**config.mk**
```make
export PLATFORM = sky130hd
export DESIGN_NAME = mux_rr_scan
export DESIGN_NICKNAME = d
export VERILOG_FILES = /design/src/rtl/mux_pkg.sv /design/src/rtl/mux_rr_arb.sv /design/src/rtl/mux_rr_scan.sv
export SDC_FILE = /design/constraint.sdc
export NUM_CORES = 1
export LEC_CHECK = 0
export BUFFER_PORTS_ARGS = -buffer_cell sky130_fd_sc_hd__buf_2
export CORE_MARGIN = 1.5
export CORE_UTILIZATION = 30
export DETAILED_ROUTE_END_ITERATION = 7
export PLACE_DENSITY_LB_ADDON = 0.05
export SLEW_MARGIN = 25
export SYNTH_ARGS = -nofsm -noshare
export SYNTH_HDL_FRONTEND = slang
export SYNTH_SLANG_ARGS = --single-unit
```
**constraint.sdc**
```tcl
create_clock -name clk -period 7.8 [get_ports clk]
set_input_delay 0.78 -clock clk [delete_from_list [all_inputs] [get_ports clk]]
set_output_delay 0.78 -clock clk [all_outputs]
set_load 0.03 [all_outputs]
```
**src/rtl/mux_pkg.sv**
```systemverilog
// Shared definitions for the round-robin scanning multiplexer: mode encodings
// and the round-robin search helper.
`default_nettype none

package mux_pkg;

  localparam logic MODE_DIRECT = 1'b0;
  localparam logic MODE_SCAN   = 1'b1;
  localparam int   MAX_CH      = 64;

  // Returns {found, index} of the first set bit of req, starting at ptr and
  // wrapping at nch. ptr must be below nch, so a single subtraction wraps it.
  function automatic logic [6:0] rr_next(input logic [5:0]  ptr,
                                         input logic [63:0] req,
                                         input int unsigned nch);
    logic [6:0]  res;
    int unsigned k;
    res = '0;
    for (int unsigned i = 0; i < MAX_CH; i++) begin
      k = 32'(ptr) + i;
      if (k >= nch) k = k - nch;
      if ((i < nch) && !res[6] && req[k[5:0]]) res = {1'b1, k[5:0]};
    end
    return res;
  endfunction

endpackage

`default_nettype wire

```
**src/rtl/mux_rr_arb.sv**
```systemverilog
// Combinational round-robin priority search over NCH requests starting at ptr.
`default_nettype none

module mux_rr_arb
  import mux_pkg::*;
#(
  parameter int NCH  = 8,
  parameter int SELW = $clog2(NCH)
) (
  input  logic [NCH-1:0]  req,
  input  logic [SELW-1:0] ptr,
  output logic            gnt_vld,
  output logic [SELW-1:0] gnt_idx
);

  logic [6:0] res;

  always_comb begin
    res = rr_next(6'(ptr), 64'(req), NCH);
  end

  assign gnt_vld = res[6];
  assign gnt_idx = SELW'(res[5:0]);

endmodule

`default_nettype wire

```
**src/rtl/mux_rr_scan.sv**
```systemverilog
// NCH-channel registered multiplexer with valid/ready output, selectable
// between direct channel selection and a round-robin scan of active channels.
`default_nettype none

module mux_rr_scan
  import mux_pkg::*;
#(
  parameter int WIDTH = 8,
  parameter int NCH   = 8,
  parameter int SELW  = $clog2(NCH)
) (
  input  logic                 clk,
  input  logic                 rst,
  input  logic [NCH*WIDTH-1:0] in_data,
  input  logic [NCH-1:0]       in_valid,
  output logic [NCH-1:0]       in_ack,
  input  logic                 mode,
  input  logic [SELW-1:0]      sel,
  output logic [WIDTH-1:0]     out_data,
  output logic [SELW-1:0]      out_ch,
  output logic                 out_valid,
  input  logic                 out_ready,
  output logic                 sel_err
);

  logic [WIDTH-1:0] ch_data [NCH];
  logic [SELW-1:0]  ptr;
  logic [SELW-1:0]  ptr_nxt;
  logic             arb_vld;
  logic [SELW-1:0]  arb_idx;
  logic             sel_ok;
  logic             gnt_vld;
  logic [SELW-1:0]  gnt_idx;
  logic             free;
  logic             capture;

  for (genvar k = 0; k < NCH; k++) begin : g_ch
    assign ch_data[k] = in_data[k*WIDTH +: WIDTH];
  end

  mux_rr_arb #(
    .NCH  (NCH),
    .SELW (SELW)
  ) u_arb (
    .req     (in_valid),
    .ptr     (ptr),
    .gnt_vld (arb_vld),
    .gnt_idx (arb_idx)
  );

  always_comb begin
    sel_ok  = (32'(sel) < NCH);
    gnt_vld = 1'b0;
    gnt_idx = '0;
    if (mode == MODE_SCAN) begin
      gnt_vld = arb_vld;
      gnt_idx = arb_idx;
    end else begin
      gnt_vld = sel_ok && in_valid[sel];
      gnt_idx = sel;
    end
    free    = !out_valid || out_ready;
    capture = free && gnt_vld;
    ptr_nxt = (gnt_idx == SELW'(NCH - 1)) ? '0 : gnt_idx + 1'b1;
    // Gated by rst so the acknowledge also drops immediately on async reset.
    in_ack  = (capture && !rst) ? (NCH'(1) << gnt_idx) : '0;
  end

  always_ff @(posedge clk or posedge rst) begin
    if (rst) begin
      out_data  <= '0;
      out_ch    <= '0;
      out_valid <= 1'b0;
      ptr       <= '0;
      sel_err   <= 1'b0;
    end else begin
      if (free) out_valid <= gnt_vld;
      if (capture) begin
        out_data <= ch_data[gnt_idx];
        out_ch   <= gnt_idx;
      end
      // Only scan-mode captures advance the pointer.
      if (capture && (mode == MODE_SCAN)) ptr <= ptr_nxt;
      if ((mode == MODE_DIRECT) && !sel_ok) sel_err <= 1'b1;
    end
  end

endmodule

`default_nettype wire

```
==> flow_metrics.py, run 1 <==
metrics = {
    "floorplanning": {
        "start_util": 0.307,
        "io-pin-count": 100,
        "core_um2": 8130,
        "die-area_um2": 8880,
        "num_rows": 33,
        "fp.dieW_um": 94.2,
        "die_h_um": 94.2,
    },
    "synthesis": {
        "syn-cell-area_um2": 2500,
        "ys_types": 50,
        "ys_ff_latch": 15,
        "async_flop_share": 1.00,
        "ys.flop_type": "dfrtp_1",
        "synth_warnings": 0,
        "synthesis.nets": 391,
        "synthCells": 298,
        "synth_edf_count": 0,
        "avgSynthCellArea_um2": 8.38,
        "yosysSeqAreaShare": 0.150,
    },
    "timing": {
        "finalClockSkew_ps": 6.85,
        "finalSetupTns_ps": 0,
        "fin_hold_ws_ps": 486,
        "fin_crit_ps": 6030,
        "report.final.slew_viol_count": 0,
        "worst_slew_pin_slew_ps": 922,
        "fin_crit_sh": 0.773,
        "setup_viol": 0,
        "hold_viol": 0,
        "max_slew_margin": 0.385,
        "rsz0062_at_grt": "false",
        "max_freq_ghz": 0.166,
    },
    "pwr": {
        "peakVddDrop_mv": 0.148,
        "p_leak_uw": 0.00152,
        "finalPower_uw": 1470,
        "powerDensity_nw_per_um2": 474,
    },
    "setup_path": {
        "crit_cells": 14,
        "critPathLaunchType": "flip-flop",
        "crit_chain": "inv_2, ha_1, mux4_2, mux2i_1, o21ai_1, nor4b_1, nand2_1, a2bb2oi_1, o21ai_1, buf_4, inv_1, ha_1, and2_1, buf_2",
        "endpoint": "in_ack[3]",
        "regToRegEndpoint": "out_data[3]$_DFFE_PP0P_",
        "worstSetupStartpoint": "ptr[0]$_DFFE_PP0P_",
        "crit_type": "flip-flop to primary output",
        "arrival_ps": 5250,
        "cp.required_ps": 7020,
        "max_stage_delay_ps": 950,
        "rr_startpoint": "ptr[0]$_DFFE_PP0P_",
        "crit_buf_inv": 4,
        "critPathMaxFanout": 25,
        "crit_path_top_delay_cell": "dfrtp_1",
        "cp_top_family": "adder cells",
        "rrSetupSlack_ps": 2710,
        "worstSetupEndpointType": "primary output",
        "r2r_cells": 12,
    },
    "cells_and_area": {
        "nets": 475,
        "fill_cells": 865,
        "layout-drive-gt1-share": 0.352,
        "area_growth_pct": 24.3,
        "final_common_cell": "buf_2",
        "antennaDiodeCount": 0,
        "finalInstanceArea_um2": 3110,
        "mostFrequentLayoutCells": "buf_2, mux2i_1, nand3_1, nand2_1, nor2_1",
    },
    "detailed_routing": {
        "dr.first_iter.drc_count": 119,
        "wire_per_inst_um": 16.2,
        "drc": 0,
        "ant_nets": 0,
        "first_pass_iters": 4,
        "wirelength_um": 7890,
        "via_per_inst": 5.32,
        "num_vias": 2586,
    },
    "clocking": {
        "clock-root-buffer": "clkbuf_8",
        "cts_resized": 0,
        "clk_pin_slew_ps": 60,
        "cts.path.max_buffers": 2,
        "clock_latency_ps": 260,
        "cts_buffers": 3,
        "cts_num_sinks": 15,
        "post-cts-setup-buffers": 0,
        "htree_num_levels": 1,
        "cts_tree": "done",
        "holdBufCountCts": 0,
    },
    "global_routing": {
        "grt_remaining_overflow": 0,
        "grt_usage": 0.177,
        "grt_pass1_vias": 2269,
        "antenna_found_initial": 0,
        "grt_pass1_wl_um": 12200,
        "grt_max_degree": 26,
    },
    "run_status": {
        "outcome": "finished, final reports clean",
    },
    "placement": {
        "dp_hpwl_um": 6170,
        "place.gp.congestion": 0.943,
        "dpl_cell_area_um2": 3060,
        "io_buffers": 98,
    },
    "job": {
        "cap_viol_max_count": 0,
    },
    "min_path": {
        "min_from": "out_data[2]$_DFFE_PP0P_",
        "hold_path.class": "flip-flop to flip-flop",
    },
}
-- how the worst min path moves through the flow --
| stage | endpoint | slack, ps | cells after the start |
|---|---|---|---|
| floorplan | out_data[0]$_DFFE_PP0P_ | 650 | 2 |
| global placement | out_data[4]$_DFFE_PP0P_ | 460 | 2 |
| detailed placement | out_data[0]$_DFFE_PP0P_ | 470 | 2 |
| CTS | out_data[0]$_DFFE_PP0P_ | 490 | 2 |
| global route | out_ch[2]$_DFFE_PP0P_ | 510 | 2 |
| finish | out_data[2]$_DFFE_PP0P_ | 490 | 2 |
-- cell usage after synthesis (all sizes together) (9+ instances only) --
cell / n / area, µm²
mux2i: 43 / 434
nand3: 32 / 160
nand2: 23 / 93.8
nor2: 20 / 75.1
o21ai: 18 / 90.1
dfrtp: 15 / 375
ha: 14 / 175
mux4: 14 / 315
buf: 13 / 66.3
inv: 13 / 48.8
clkbuf: 9 / 33.8
nand4: 9 / 56.3
-- state kept, by name (all words and copies together), names as in the netlist --
| signal | flops |
|---|---|
| out_ch | 3 |
| out_valid | 1 |
| ptr | 3 |
| out_data | 8 |
-- routing by layer --
layer | wire [µm] | part of all wire | GRT usage | vias to the layer above
met5 | 0 | 0 | 0 | -
met4 | 48 | 0.0061 | 0.0311 | 0
met3 | 487 | 0.062 | 0.0340 | 6
met2 | 3730 | 0.47 | 0.274 | 91
met1 | 3620 | 0.46 | 0.255 | 1216
li1 | - | - | - | 1273
-- cells by family (layout without fill, tap and decap cells) --
kind of cell    Yosys count  count (layout)  share of synthesized area
simple gates            121             121                      0.254
xor+xnor                  2               2                     0.0100
flops                    15              15                      0.150
mux                      65              65                      0.339
compound gates           45              45                      0.115
fa+ha+maj                14              14                     0.0701
buf+inv                  35             118                     0.0596
other cells               1               1                    0.00150
-- power by group --
group          leakage [µW]  switching [µW]  internal (µW)
clock             0.0000255            31.4           35.5
combinational       0.00131             725            502
sequential         0.000178            63.9            115
total               0.00152             820            652
-- worst register-to-register path: cells and delay by family (launching register included) --
kind / cells / cell delay (ps)
buffers and inverters: 2 / 410
AND/OR/NAND/NOR: 4 / 1390
flip-flops: 1 / 950
adder cells (fa/ha/maj): 1 / 730
AO/OA/AOI/OAI: 2 / 570
multiplexers: 3 / 930
-- metrics by stage --
step,setup slack (ps),utilization,instances
CTS,1770,0.382,486
finish,1770,0.382,486
global route,1350,0.382,486
global placement,2060,0.376,482
detailed placement,2080,0.376,482
floorplan,2680,-,298
-- final cells by class --
class | count | area (µm²) | area share
Tap cell | 105 | 131 | 0.0423
Timing Repair Buffer | 101 | 513 | 0.165
Multi-Input combinational cell | 248 | 1990 | 0.641
Sequential cell | 15 | 375 | 0.121
Clock inverter | 1 | 5.00 | 0.00161
Inverter | 13 | 48.8 | 0.0157
Clock buffer | 3 | 41.3 | 0.0133
No activity file was read; power rests on OpenSTA's default activity.
==> run 2: changes to the inputs <==
clock period = 5.6 ns   (was 7.8 ns; I/O delays follow)
==> flow_metrics.py, run 2 (synthesis gave the netlist of run 1 again) <==
metrics = {
    "detailed_routing": {
        "wirelength_um": 8030,
        "dr.first_iter.drc_count": 145,
        "num_vias": 2568,
        "drc": 0,
        "ant_nets": 0,
        "via_per_inst": 5.25,
        "wire_per_inst_um": 16.4,
        "first_pass_iters": 4,
    },
    "clocking": {
        "clock_latency_ps": 250,
        "clk_pin_slew_ps": 70,
        "cts_tree": "done",
        "holdBufCountCts": 0,
        "cts_num_sinks": 15,
        "post-cts-setup-buffers": 0,
        "cts.path.max_buffers": 2,
        "cts_resized": 0,
        "cts_buffers": 3,
        "htree_num_levels": 1,
        "clock-root-buffer": "clkbuf_8",
    },
    "cells_and_area": {
        "fin_util": 0.385,
        "seq_area_um2": 375,
        "final_common_cell": "buf_2",
        "top_register": "out_data",
        "multiInputGateArea_um2": 1990,
        "antennaDiodeCount": 0,
        "reg.largest.list": "out_data x8, out_ch x3, ptr x3",
        "mostFrequentLayoutCells": "buf_2, mux2i_1, nand3_1, nand2_1, nor2_1",
        "nets": 478,
        "fill_cells": 859,
        "layout-drive-gt1-share": 0.357,
        "finalInstanceArea_um2": 3130,
        "area_growth_pct": 25.3,
        "largest_reg_flops": 8,
        "instances_no_fill": 489,
    },
    "pwr": {
        "peakVddDrop_mv": 0.219,
        "powerDensity_nw_per_um2": 657,
        "p_leak_uw": 0.00153,
    },
    "placement": {
        "io_buffers": 98,
        "dpl_cell_area_um2": 3080,
        "place.gp.congestion": 0.845,
        "dp_hpwl_um": 6350,
        "dp.cells": 485,
    },
    "timing": {
        "finalClockSkew_ps": 3.99,
        "setup_viol": 0,
        "max_freq_ghz": 0.196,
        "fin_crit_sh": 0.912,
        "hold_viol": 0,
        "fin_crit_ps": 5110,
        "report.final.slew_viol_count": 0,
        "max_slew_margin": 0.454,
        "worst_slew_pin_slew_ps": 819,
        "finalSetupTns_ps": 0,
        "rsz0062_at_grt": "false",
    },
    "global_routing": {
        "grt_max_degree": 25,
        "grt_pass1_vias": 2489,
        "grt_usage": 0.182,
        "antenna_found_initial": 0,
        "grt_remaining_overflow": 0,
        "grt_pass1_wl_um": 12700,
    },
    "setup_path": {
        "crit_chain": "inv_1, ha_1, mux4_2, mux2i_1, nand2_1, or4b_4, or4_4, nand2_4, inv_2, ha_1, and3_1, buf_2",
        "crit_path_top_delay_cell": "or4b_4",
        "cp_top_family": "simple AND/OR/NAND/NOR gates",
        "cp.required_ps": 5040,
        "crit_buf_inv": 3,
        "max_stage_delay_ps": 590,
        "crit_type": "flip-flop to primary output",
        "critPathLaunchType": "flip-flop",
        "arrival_ps": 4550,
        "critPathMaxFanout": 18,
        "worstSetupEndpointType": "primary output",
        "cpMostUsedCell": "ha_1",
    },
    "job": {
        "cap_viol_max_count": 0,
    },
    "floorplanning": {
        "die_h_um": 94.2,
        "core_um2": 8130,
        "fp.dieW_um": 94.2,
        "io-pin-count": 100,
        "die-area_um2": 8880,
        "start_util": 0.307,
        "num_rows": 33,
    },
    "min_path": {
        "hold_path.class": "primary input to async pin",
    },
    "run_status": {
        "outcome": "finished, final reports clean",
    },
}
[run 2: metrics by stage]
step,setup WS (ps),hold WS [ps],total power [µW]
6_report,492,399,2060
5_1_grt,196,465,2260
4_1_cts,433,419,2070
3_5_place_dp,723,463,1970
3_3_place_gp,810,462,1980
2_1_floorplan,705,461,1560
[run 2: metal layers]
layer	vias to the layer above	part of all wire	global-route usage
li1	1284	-	-
met3	10	0.057	0.0267
met1	1194	0.47	0.264
met2	80	0.46	0.285
met4	0	0.013	0.0386
met5	-	0	0
[run 2: worst reg2reg max path, stage by stage, from the launching register on]
cell     delay (ps)
dfrtp_1         570
inv_1           220
ha_1            480
mux4_2          530
mux2i_1         250
nand2_1         160
or4b_4          590
or4_4           560
nand2_4         200
inv_2           190
mux2_4          240
nor3_1           40
o41ai_1         350
[run 2: layout make-up]
cell class | instances | share of cell area
inverter | 13 | 0.0156
sequential | 15 | 0.120
multi-input combinational | 248 | 0.636
clock inverter | 1 | 0.00160
clock buffer | 3 | 0.0132
tap | 105 | 0.0420
timing repair buffer | 104 | 0.171
[run 2: path summary, 6_finish.rpt]
path                            depth (start not counted)                  start  slack (ps)                 endpoint
worst min register to register                          2  out_ch[2]$_DFFE_PP0P_         480    out_ch[2]$_DFFE_PP0P_
min in group clk                                        2  out_ch[2]$_DFFE_PP0P_         480    out_ch[2]$_DFFE_PP0P_
max in group asynchronous                               2                    rst        4810  out_data[0]$_DFFE_PP0P_
worst max-delay path                                   12     ptr[2]$_DFFE_PP0P_         490                in_ack[4]
worst min-delay path                                    2                    rst         400  out_data[1]$_DFFE_PP0P_
worst max register to register                         12     ptr[2]$_DFFE_PP0P_        1110  out_data[3]$_DFFE_PP0P_
[run 2: where the power goes]
group / internal, µW / total (µW) / switching [µW] / leakage (µW)
logic: 717 / 1770 / 1050 / 0.00133
registers: 161 / 198 / 36.3 / 0.000178
clock network: 49.3 / 89.9 / 40.6 / 0.0000255
==> run 3: changes to the inputs <==
REMOVE_ABC_BUFFERS = 1   (was default)
==> flow_metrics.py, run 3 (synthesis gave the netlist of run 1 again) <==
metrics = {
    "timing": {
        "fin_hold_ws_ps": 390,
        "finalClockSkew_ps": 4.56,
        "max_slew_margin": 0.536,
        "fin_crit_sh": 0.936,
        "setup_viol": 0,
        "max_freq_ghz": 0.191,
        "setup_slack_ps": 359,
        "fin_crit_ps": 5240,
        "worst_slew_pin_slew_ps": 691,
        "report.final.slew_viol_count": 0,
        "hold_viol": 0,
        "rsz0062_at_grt": "false",
        "finalSetupTns_ps": 0,
    },
    "cells_and_area": {
        "top_register": "out_data",
        "final_common_cell": "buf_2",
        "reg.largest.list": "out_data x8, out_ch x3, ptr x3",
        "antennaDiodeCount": 0,
        "nets": 477,
        "mostFrequentLayoutCells": "buf_2, mux2i_1, nand3_1, nand2_1, nor2_1",
        "layout-drive-gt1-share": 0.355,
        "fill_cells": 845,
        "area_growth_pct": 24.9,
        "fin_util": 0.384,
        "largest_reg_flops": 8,
    },
    "floorplanning": {
        "die_h_um": 94.2,
        "fp.dieW_um": 94.2,
        "io-pin-count": 100,
        "core_um2": 8130,
        "start_util": 0.307,
        "die-area_um2": 8880,
        "num_rows": 33,
    },
    "clocking": {
        "cts_num_sinks": 15,
        "cts_resized": 0,
        "cts_tree": "done",
        "clk_pin_slew_ps": 70,
        "post-cts-setup-buffers": 0,
        "clock-root-buffer": "clkbuf_8",
        "clock_latency_ps": 250,
        "cts_buffers": 3,
        "htree_num_levels": 1,
        "holdBufCountCts": 0,
        "cts.path.max_buffers": 2,
    },
    "placement": {
        "place.gp.congestion": 0.883,
        "io_buffers": 98,
        "dp_hpwl_um": 5800,
        "place_ws_ps": 658,
    },
    "detailed_routing": {
        "wirelength_um": 7450,
        "via_per_inst": 5.18,
        "dr.first_iter.drc_count": 212,
        "wire_per_inst_um": 15.3,
        "first_pass_iters": 6,
        "ant_nets": 0,
        "num_vias": 2530,
        "drc": 0,
    },
    "setup_path": {
        "critPathLaunchType": "flip-flop",
        "worstSetupStartpoint": "ptr[2]$_DFFE_PP0P_",
        "rr_startpoint": "ptr[2]$_DFFE_PP0P_",
        "crit_type": "flip-flop to primary output",
        "critPathMaxFanout": 21,
        "cp.required_ps": 5040,
        "worstSetupEndpointType": "primary output",
        "arrival_ps": 4680,
    },
    "pwr": {
        "peakVddDrop_mv": 0.192,
        "finalPower_uw": 2020,
        "powerDensity_nw_per_um2": 648,
        "p_leak_uw": 0.00153,
    },
    "run_status": {
        "outcome": "finished, final reports clean",
    },
    "job": {
        "cap_viol_max_count": 0,
    },
    "global_routing": {
        "grt_pass1_vias": 2328,
        "grt_usage": 0.170,
        "grt_remaining_overflow": 0,
        "grt_max_degree": 31,
        "grt_pass1_wl_um": 12100,
        "antenna_found_initial": 0,
    },
    "min_path": {
        "hold_path.class": "primary input to async pin",
    },
}
==> run 3: layout make-up <==
type / instances / area (µm²) / share of cell area
clock buffers: 3 / 41.3 / 0.0132
clock inverters: 1 / 5.00 / 0.00160
inverters: 13 / 48.8 / 0.0156
multi-input cells: 248 / 1990 / 0.638
flip-flops and latches: 15 / 375 / 0.120
well taps: 105 / 131 / 0.0421
repair buffers: 103 / 528 / 0.169
==> run 3: per-stage QoR <==
step,cell area [µm²],cells
6_report,3120,488
5_1_grt,3120,488
4_1_cts,3120,488
3_5_place_dp,3070,484
3_3_place_gp,3070,484
2_1_floorplan,2400,276
==> run 3: worst max-delay path, cell delays in order, from the launching register on <==
cell and delay, ps:
dfrtp_1 580, inv_1 210, ha_1 500, mux4_2 530
mux2i_1 250, nand2_1 160, nor4b_1 540, nand2_1 160
a2bb2oi_1 180, o21ai_1 70, buf_4 260, inv_1 340
ha_1 310, and2_1 130, buf_2 170
==> run 3: metal layers <==
layer  wire [µm]  vias up  GRT usage
met3         459        2     0.0227
met1        3430     1160      0.253
met5           0        -          0
met2        3530       89      0.270
li1            -     1279          -
met4          26        0     0.0149
==> run 3: path summary, 6_finish.rpt <==
check,end,slack [ps],depth (start not counted)
worst max-delay path,in_ack[3],360,14
worst min-delay path,out_data[4]$_DFFE_PP0P_,390,2
worst max register to register,out_data[3]$_DFFE_PP0P_,1070,12
worst min register to register,out_data[3]$_DFFE_PP0P_,470,2
max in group asynchronous,out_data[1]$_DFFE_PP0P_,4810,2
min in group clk,out_data[3]$_DFFE_PP0P_,470,2
==> run 3: report_power, final <==
| part | total, µW | switching, µW | internal, µW |
|---|---|---|---|
| Combinational | 1730 | 1030 | 709 |
| Sequential | 197 | 36.1 | 161 |
| Clock | 90.3 | 41.0 | 49.3 |
| Total | 2020 | 1100 | 920 |
